$ cat config.mk
export PLATFORM = sky130hd
export DESIGN_NAME = clause_store_eval
export DESIGN_NICKNAME = d
export VERILOG_FILES = /design/src/rtl/common.sv /design/src/rtl/clause_lane_eval.sv /design/src/rtl/clause_store_eval.sv
export SDC_FILE = /design/constraint.sdc
export NUM_CORES = 2
export LEC_CHECK = 0
export CELL_PAD_IN_SITES_DETAIL_PLACEMENT = 1
export CELL_PAD_IN_SITES_GLOBAL_PLACEMENT = 1
export CORE_MARGIN = 2
export CORE_UTILIZATION = 30
export DETAILED_ROUTE_END_ITERATION = 7
export MAX_ROUTING_LAYER = met4
export PLACE_DENSITY_LB_ADDON = 0.15
export SETUP_SLACK_MARGIN = 0.5
export SYNTH_ARGS = -nofsm -noshare
export SYNTH_HDL_FRONTEND = slang
export SYNTH_SLANG_ARGS = --single-unit
$ cat constraint.sdc
create_clock -name clock -period 11.2 [get_ports clock]
set_clock_uncertainty 0.1 [all_clocks]
set_input_delay 1.68 -clock clock [delete_from_list [all_inputs] [get_ports clock]]
set_output_delay 1.68 -clock clock [all_outputs]
set_load 0.1 [all_outputs]
$ cat src/rtl/common.sv
// Shared constants and types for the SAT solver clause store and evaluator.
package common;

  localparam int number_literal = 30;

  typedef enum logic [1:0] {
    CSE_IDLE = 2'd0,
    CSE_LOAD = 2'd1,
    CSE_SCAN = 2'd2,
    CSE_DONE = 2'd3
  } cse_state_t;

  typedef struct packed {
    logic [number_literal-1:0] pos;
    logic [number_literal-1:0] neg;
  } clause_t;

endpackage

$ cat src/rtl/clause_lane_eval.sv
// Combinational test of LANES clauses against one assignment: any-fail flag and lowest failing lane.
// The lowest-lane encoder exists only when CLAUSE_FAIL_IDX_EN is defined.
module clause_lane_eval import common::*; #(
  parameter int NUM_LIT = number_literal,
  parameter int LANES = 1,
  localparam int OW = (LANES > 1) ? $clog2(LANES) : 1
) (
  input  logic [NUM_LIT-1:0] pos [LANES],
  input  logic [NUM_LIT-1:0] neg [LANES],
  input  logic [NUM_LIT-1:0] assignment,
  input  logic [LANES-1:0]   valid,
  output logic               any_fail
`ifdef CLAUSE_FAIL_IDX_EN
  ,
  output logic [OW-1:0]      fail_off
`endif
);

  logic [LANES-1:0] fail;

  // Lanes past the stored clause count are treated as satisfied.
  always_comb begin
    fail = '0;
    for (int l = 0; l < LANES; l++) begin
      fail[l] = valid[l] && !(|((pos[l] & assignment) | (neg[l] & ~assignment)));
    end
  end

  assign any_fail = |fail;

`ifdef CLAUSE_FAIL_IDX_EN
  always_comb begin
    fail_off = '0;
    for (int l = LANES - 1; l >= 0; l--) begin
      if (fail[l]) fail_off = OW'(l);
    end
  end
`endif

endmodule

$ cat src/rtl/clause_store_eval.sv
// Clause register file loaded two words per clause, then scanned LANES clauses per cycle against an assignment.
// Optional feature macro: CLAUSE_FAIL_IDX_EN (registers the lowest failing clause index on fail_idx).
module clause_store_eval import common::*; #(
  parameter int NUM_LIT = number_literal,
  parameter int MAX_CLAUSES = 64,
  parameter int LANES = 1,
  localparam int AW = $clog2(MAX_CLAUSES),
  localparam int CW = AW + 1
) (
  input  logic               clock,
  input  logic               reset,
  input  logic               load,
  input  logic [NUM_LIT-1:0] i,
  input  logic               eval_start,
  input  logic [NUM_LIT-1:0] assignment,
  output logic               eval_done,
  output logic               eval_sat,
  output logic [AW-1:0]      fail_idx,
  output logic [CW-1:0]      clause_count,
  output logic               overflow,
  output logic               partial
);

  localparam logic [1:0] S_IDLE = 2'(CSE_IDLE);
  localparam logic [1:0] S_LOAD = 2'(CSE_LOAD);
  localparam logic [1:0] S_SCAN = 2'(CSE_SCAN);
  localparam logic [1:0] S_DONE = 2'(CSE_DONE);
  localparam logic [CW-1:0] MAXC = CW'(MAX_CLAUSES);
  localparam logic [CW-1:0] STEP = CW'(LANES);

  logic [1:0]         state;
  logic               neg_phase;
  logic [NUM_LIT-1:0] pos_q;
  logic [NUM_LIT-1:0] asg_q;
  logic [CW-1:0]      idx;
  logic [NUM_LIT-1:0] mem_pos [MAX_CLAUSES];
  logic [NUM_LIT-1:0] mem_neg [MAX_CLAUSES];

  logic [NUM_LIT-1:0] lane_pos [LANES];
  logic [NUM_LIT-1:0] lane_neg [LANES];
  logic [LANES-1:0]   lane_valid;
  logic               any_fail;
  logic               group_last;
  logic               neg_word;

  // The first load-high cycle is itself the POS word, so entry and capture coincide.
  assign neg_word   = load && (state == S_LOAD) && neg_phase;
  assign group_last = (idx + STEP) >= clause_count;
  assign eval_done  = (state == S_DONE);

  always_comb begin
    for (int l = 0; l < LANES; l++) begin
      logic [CW-1:0] li;
      li            = idx + CW'(l);
      lane_pos[l]   = mem_pos[li[AW-1:0]];
      lane_neg[l]   = mem_neg[li[AW-1:0]];
      lane_valid[l] = li < clause_count;
    end
  end

`ifdef CLAUSE_FAIL_IDX_EN
  localparam int OW = (LANES > 1) ? $clog2(LANES) : 1;
  logic [OW-1:0] fail_off;
`endif

  clause_lane_eval #(
    .NUM_LIT(NUM_LIT),
    .LANES  (LANES)
  ) u_lanes (
    .pos       (lane_pos),
    .neg       (lane_neg),
    .assignment(asg_q),
    .valid     (lane_valid),
    .any_fail  (any_fail)
`ifdef CLAUSE_FAIL_IDX_EN
    ,
    .fail_off  (fail_off)
`endif
  );

  always_ff @(posedge clock) begin
    if (neg_word && (clause_count != MAXC)) begin
      mem_pos[clause_count[AW-1:0]] <= pos_q;
      mem_neg[clause_count[AW-1:0]] <= i;
    end
  end

  always_ff @(posedge clock) begin
    if (reset) begin
      state        <= S_IDLE;
      neg_phase    <= 1'b0;
      pos_q        <= '0;
      asg_q        <= '0;
      idx          <= '0;
      eval_sat     <= 1'b0;
      clause_count <= '0;
      overflow     <= 1'b0;
      partial      <= 1'b0;
    end else if (load) begin
      state <= S_LOAD;
      if (neg_word) begin
        neg_phase <= 1'b0;
        if (clause_count == MAXC) overflow <= 1'b1;
        else clause_count <= clause_count + 1'b1;
      end else begin
        pos_q     <= i;
        neg_phase <= 1'b1;
      end
      // Entering from any other state (including an aborted scan) starts a fresh load.
      if (state != S_LOAD) begin
        clause_count <= '0;
        overflow     <= 1'b0;
        partial      <= 1'b0;
      end
    end else begin
      case (state)
        S_LOAD: begin
          state <= S_IDLE;
          if (neg_phase) partial <= 1'b1;
        end
        S_SCAN: begin
          if (any_fail) begin
            eval_sat <= 1'b0;
            state    <= S_DONE;
          end else if (group_last) begin
            eval_sat <= 1'b1;
            state    <= S_DONE;
          end else begin
            idx <= idx + STEP;
          end
        end
        S_DONE: state <= S_IDLE;
        default: begin
          if (eval_start) begin
            asg_q <= assignment;
            idx   <= '0;
            state <= S_SCAN;
          end
        end
      endcase
    end
  end

`ifdef CLAUSE_FAIL_IDX_EN
  always_ff @(posedge clock) begin
    if (reset) fail_idx <= '0;
    else if (!load && (state == S_SCAN) && any_fail) fail_idx <= idx[AW-1:0] + AW'(fail_off);
  end
`else
  assign fail_idx = '0;
`endif

endmodule

==> out/summary.md <==
The flow ran to the end, and the final reports show no timing, DRC or antenna violations. For the worst flop-to-flop path, the logic depth is 14. At the pin with the least slew margin, the transition time is 1420 ps.

TritonCTS built the clock tree. Dividing the detail-routed wire length by the instance count gives 36.5 um. The worst hold path stage count is 2. The headroom to the max-slew limit is 0.0560, and the maximum fanout count along the critical path is 64.

In the synthesized netlist, the number of instances is 6,967. The floorplan step set the die height to 712 um. The total wirelength of the detailed-routed design was 527 mm. The net count of the finished layout is 7,485. The worst path in the final design needs a cycle of 7430 ps, including I/O delays and setup. IR analysis of the VDD net gives a maximum drop of 0.124 mV. The top flip-flop cell by instance count after synthesis is edfxtp_1. The logs give 0 for the post-route DRC violation count and 0 for the number of hold violations in the final report. The logs give 259 for the standard-cell row count and 4 for the buffer levels on the longest clock path. The simple-gate area share of the yosys netlist is 0.0236, and the I/O pin count is 81.

The total clock sinks is 3,926, and the initial standard-cell utilization of the core is 0.302. Post-CTS setup-driven buffer insertion count: 0. The data required time at the worst endpoint came out at 12,020 ps. For the data arrival at the endpoint of the critical path, the log shows 8250 ps.

In this run the static leakage power is 52.2 nW. The area of the mapped netlist is 150,000 sq um, and the final antenna-violating net count is 0. The multiplexer area fraction after synthesis works out to 0.154. The initial antenna violation count is 57.

Terminating pin of the worst hold path: pos_q[10]. Global-route usage over all layers: 0.210. The adder-cell area share of the yosys netlist is 0.00150, and the global-route congestion overflow total is 0. Count of input and output buffers: 74. Setup repair after global routing left no endpoint under its margin. The detailed placement HPWL was 298 mm.

In this run the clock root is driven by a clkbuf_16. The startpoint identified for the worst hold timing path is pos_q[10]. The achievable frequency is 135 MHz.

The tools report the Yosys warning count as 0. The hold buffer count at CTS is 0, and the final estimated routing congestion in global placement is 0.785. Share of post-route cells with drive strength above 1: 0.253. The type of the setup path with the least slack was flip-flop to flip-flop.

Buffers inserted during clock tree synthesis total 429. The async set or reset register ratio after synthesis is 0, and the XOR/XNOR share of the synthesized area is 0.000525. Yosys mapped a number of flops with a built-in enable equal to 3,840. After floorplanning, the core was sized to cover 498,000 sq um.

Entering global routing, the biggest net connects 95 pins. The floorplan step defined a die boundary enclosing 506,000 sq um. After synthesis the netlist holds a flip-flop and latch count of 3,926. The complex-gate fraction of the synthesized area was 0.0263. The via-per-instance ratio is 5.29, and the power density relative to cell area is 176 nW/um^2. Leaving out fill and tap cells, the most frequent cell in the layout is edfxtp_1. The first TritonRoute pass finished after 7 iterations. The worst hold path belongs to the class flip-flop to flip-flop.

The tools report the part of the Yosys area used for sequential elements as 0.779. A synthesized cell averages 21.6 sq um. Setup violations remaining at the end of the flow were counted as 0.

The post-route clock period utilization is 0.663, and the total via count in the routed design is 76,300. The via count of the first global-routing pass is 80,300, and the worst-case hold slack is 353 ps. Chip width: 712 um. For the worst-skew pair, the clock arrives at the later sink with an insertion delay of 1040 ps. The setup check on the worst reg-to-reg path leaves a slack of 3770 ps. The logs give 48,300 for the number of fill cells in the layout and 0 ps for the setup TNS. The library cells used most frequently in the layout, excluding fill and tap cells, are edfxtp_1, mux4_2, clkbuf_16.

The final count of pins violating max slew is 0, and the area growth from synthesis to final layout is 15.8%. Across the run, the number of max-cap violations was 0. The category of the worst setup path launch point is a flip-flop. The H-tree depth reported by CTS is 5, and the wire length of the first global-routing pass is 714 mm.

Counting distinct cell types in the post-synthesis netlist gives 80. The iteration-0 DRC count of the detailed router is 8,748, and the quantity of gates resized following cts is 0. After synthesis, the largest family of logic cells by area is multiplexers. STA classifies the critical path endpoint as a flip-flop. Clock-pin slew was measured on the worst setup and hold paths at 60 ps.
-- kinds of logic after synthesis --
| family | after synthesis |
|---|---|
| DFF | 3926 |
| muxes | 1230 |
| and+or+nand+nor | 785 |
| AOI/OAI and AO/OA | 573 |
| buffers and inverters | 425 |
| adders and majority gates | 18 |
| xor gates and xnor gates | 9 |
| other | 1 |
-- sequential cells by signal, indices dropped and copies added, names as in the netlist, named ones only --
| signal | flops |
|---|---|
| eval_sat | 1 |
| mem_neg | 1920 |
| mem_pos | 1920 |
| asg_q | 30 |
| partial | 1 |
| neg_phase | 1 |
| overflow | 1 |
| state | 2 |
| pos_q | 30 |
| clause_count | 7 |
| idx | 7 |
-- critical path, stage by stage, from the launching register on --
cell,delay (ps)
dfxtp_4,770
buf_12,490
buf_4,810
mux4_2,600
mux2i_1,190
a21o_1,500
o21ai_0,630
nor4_1,650
o2111ai_1,290
a2111oi_2,550
a32oi_1,390
a211oi_2,450
o31ai_2,120
buf_4,240
mux2i_1,260
-- power by group --
part / total (W) / internal (W) / switching [W]
clock: 0.0138 / 0.00780 / 0.00602
sequential: 0.0162 / 0.0161 / 0.0000584
combinational: 0.000630 / 0.000124 / 0.000506
total: 0.0306 / 0.0241 / 0.00658
-- cell usage after synthesis (all sizes together) (7+ instances only) --
master	number	area share
edfxtp	3840	0.77
mux4	863	0.13
nand2	357	0.0089
mux2i	322	0.021
buf	264	0.010
nor2	145	0.0036
a21oi	129	0.0043
clkbuf	116	0.0029
dfxtp	86	0.011
o22ai	81	0.0034
nand3	71	0.0024
o21ai	53	0.0018
a22oi	51	0.0025
nor3	46	0.0015
a31oi	45	0.0019
mux2	45	0.0034
a221oi	37	0.0022
inv	36	0.00090
nand2b	32	0.0013
and3	29	0.0012
nor4	27	0.0011
o221ai	24	0.0014
nand4	22	0.00092
a211oi	18	0.00093
ha	18	0.0015
nor2b	18	0.00075
o32ai	15	0.00087
a32oi	13	0.00076
o211ai	13	0.00065
and2	12	0.00050
a2111oi	11	0.00068
a22o	10	0.00058
clkinv	9	0.00022
o31ai	9	0.00048
o2111ai	8	0.00047
a222oi	7	0.00047
or3	7	0.00029
-- final cells by class --
cell class	instances	area (sq um)	share of cell area
diodes	15	37.5	0.000216
clock buffers	546	11300	0.0653
clock inverters	244	2150	0.0124
inverters	45	186	0.00107
multi-input cells	2621	31500	0.181
flip-flops and latches	3926	117000	0.673
well taps	6655	8330	0.0479
repair buffers	380	3190	0.0184
-- per-stage QoR --
stage                     std cells  setup slack [ps]  utilization  instance area [sq um]  total power, W
after floorplan                6972              2360            -                 150000          0.0167
after global placement        13600              3660        0.322                 160000          0.0171
after detailed placement      13600              3780        0.322                 160000          0.0172
after CTS                     14400              3750        0.349                 174000          0.0310
after global routing          14400              3440        0.349                 174000          0.0315
final                         14400              3770        0.349                 174000          0.0306
-- worst max-delay path by stage --
stage	from	endpoint
after CTS	flip-flop	flip-flop
after floorplan	load	mem_neg[7][0]
final	flip-flop	flip-flop
after detailed placement	flip-flop	flip-flop
after global placement	flip-flop	flip-flop
after global routing	flip-flop	flip-flop
-- routing by layer --
layer	share of wire	track usage	vias up
li1	-	-	30200
met1	0.44	0.290	43200
met2	0.49	0.340	2394
met3	0.052	0.0228	538
met4	0.019	0.0407	0
met5	0	-	-
No activity file was read; power rests on OpenSTA's default activity.
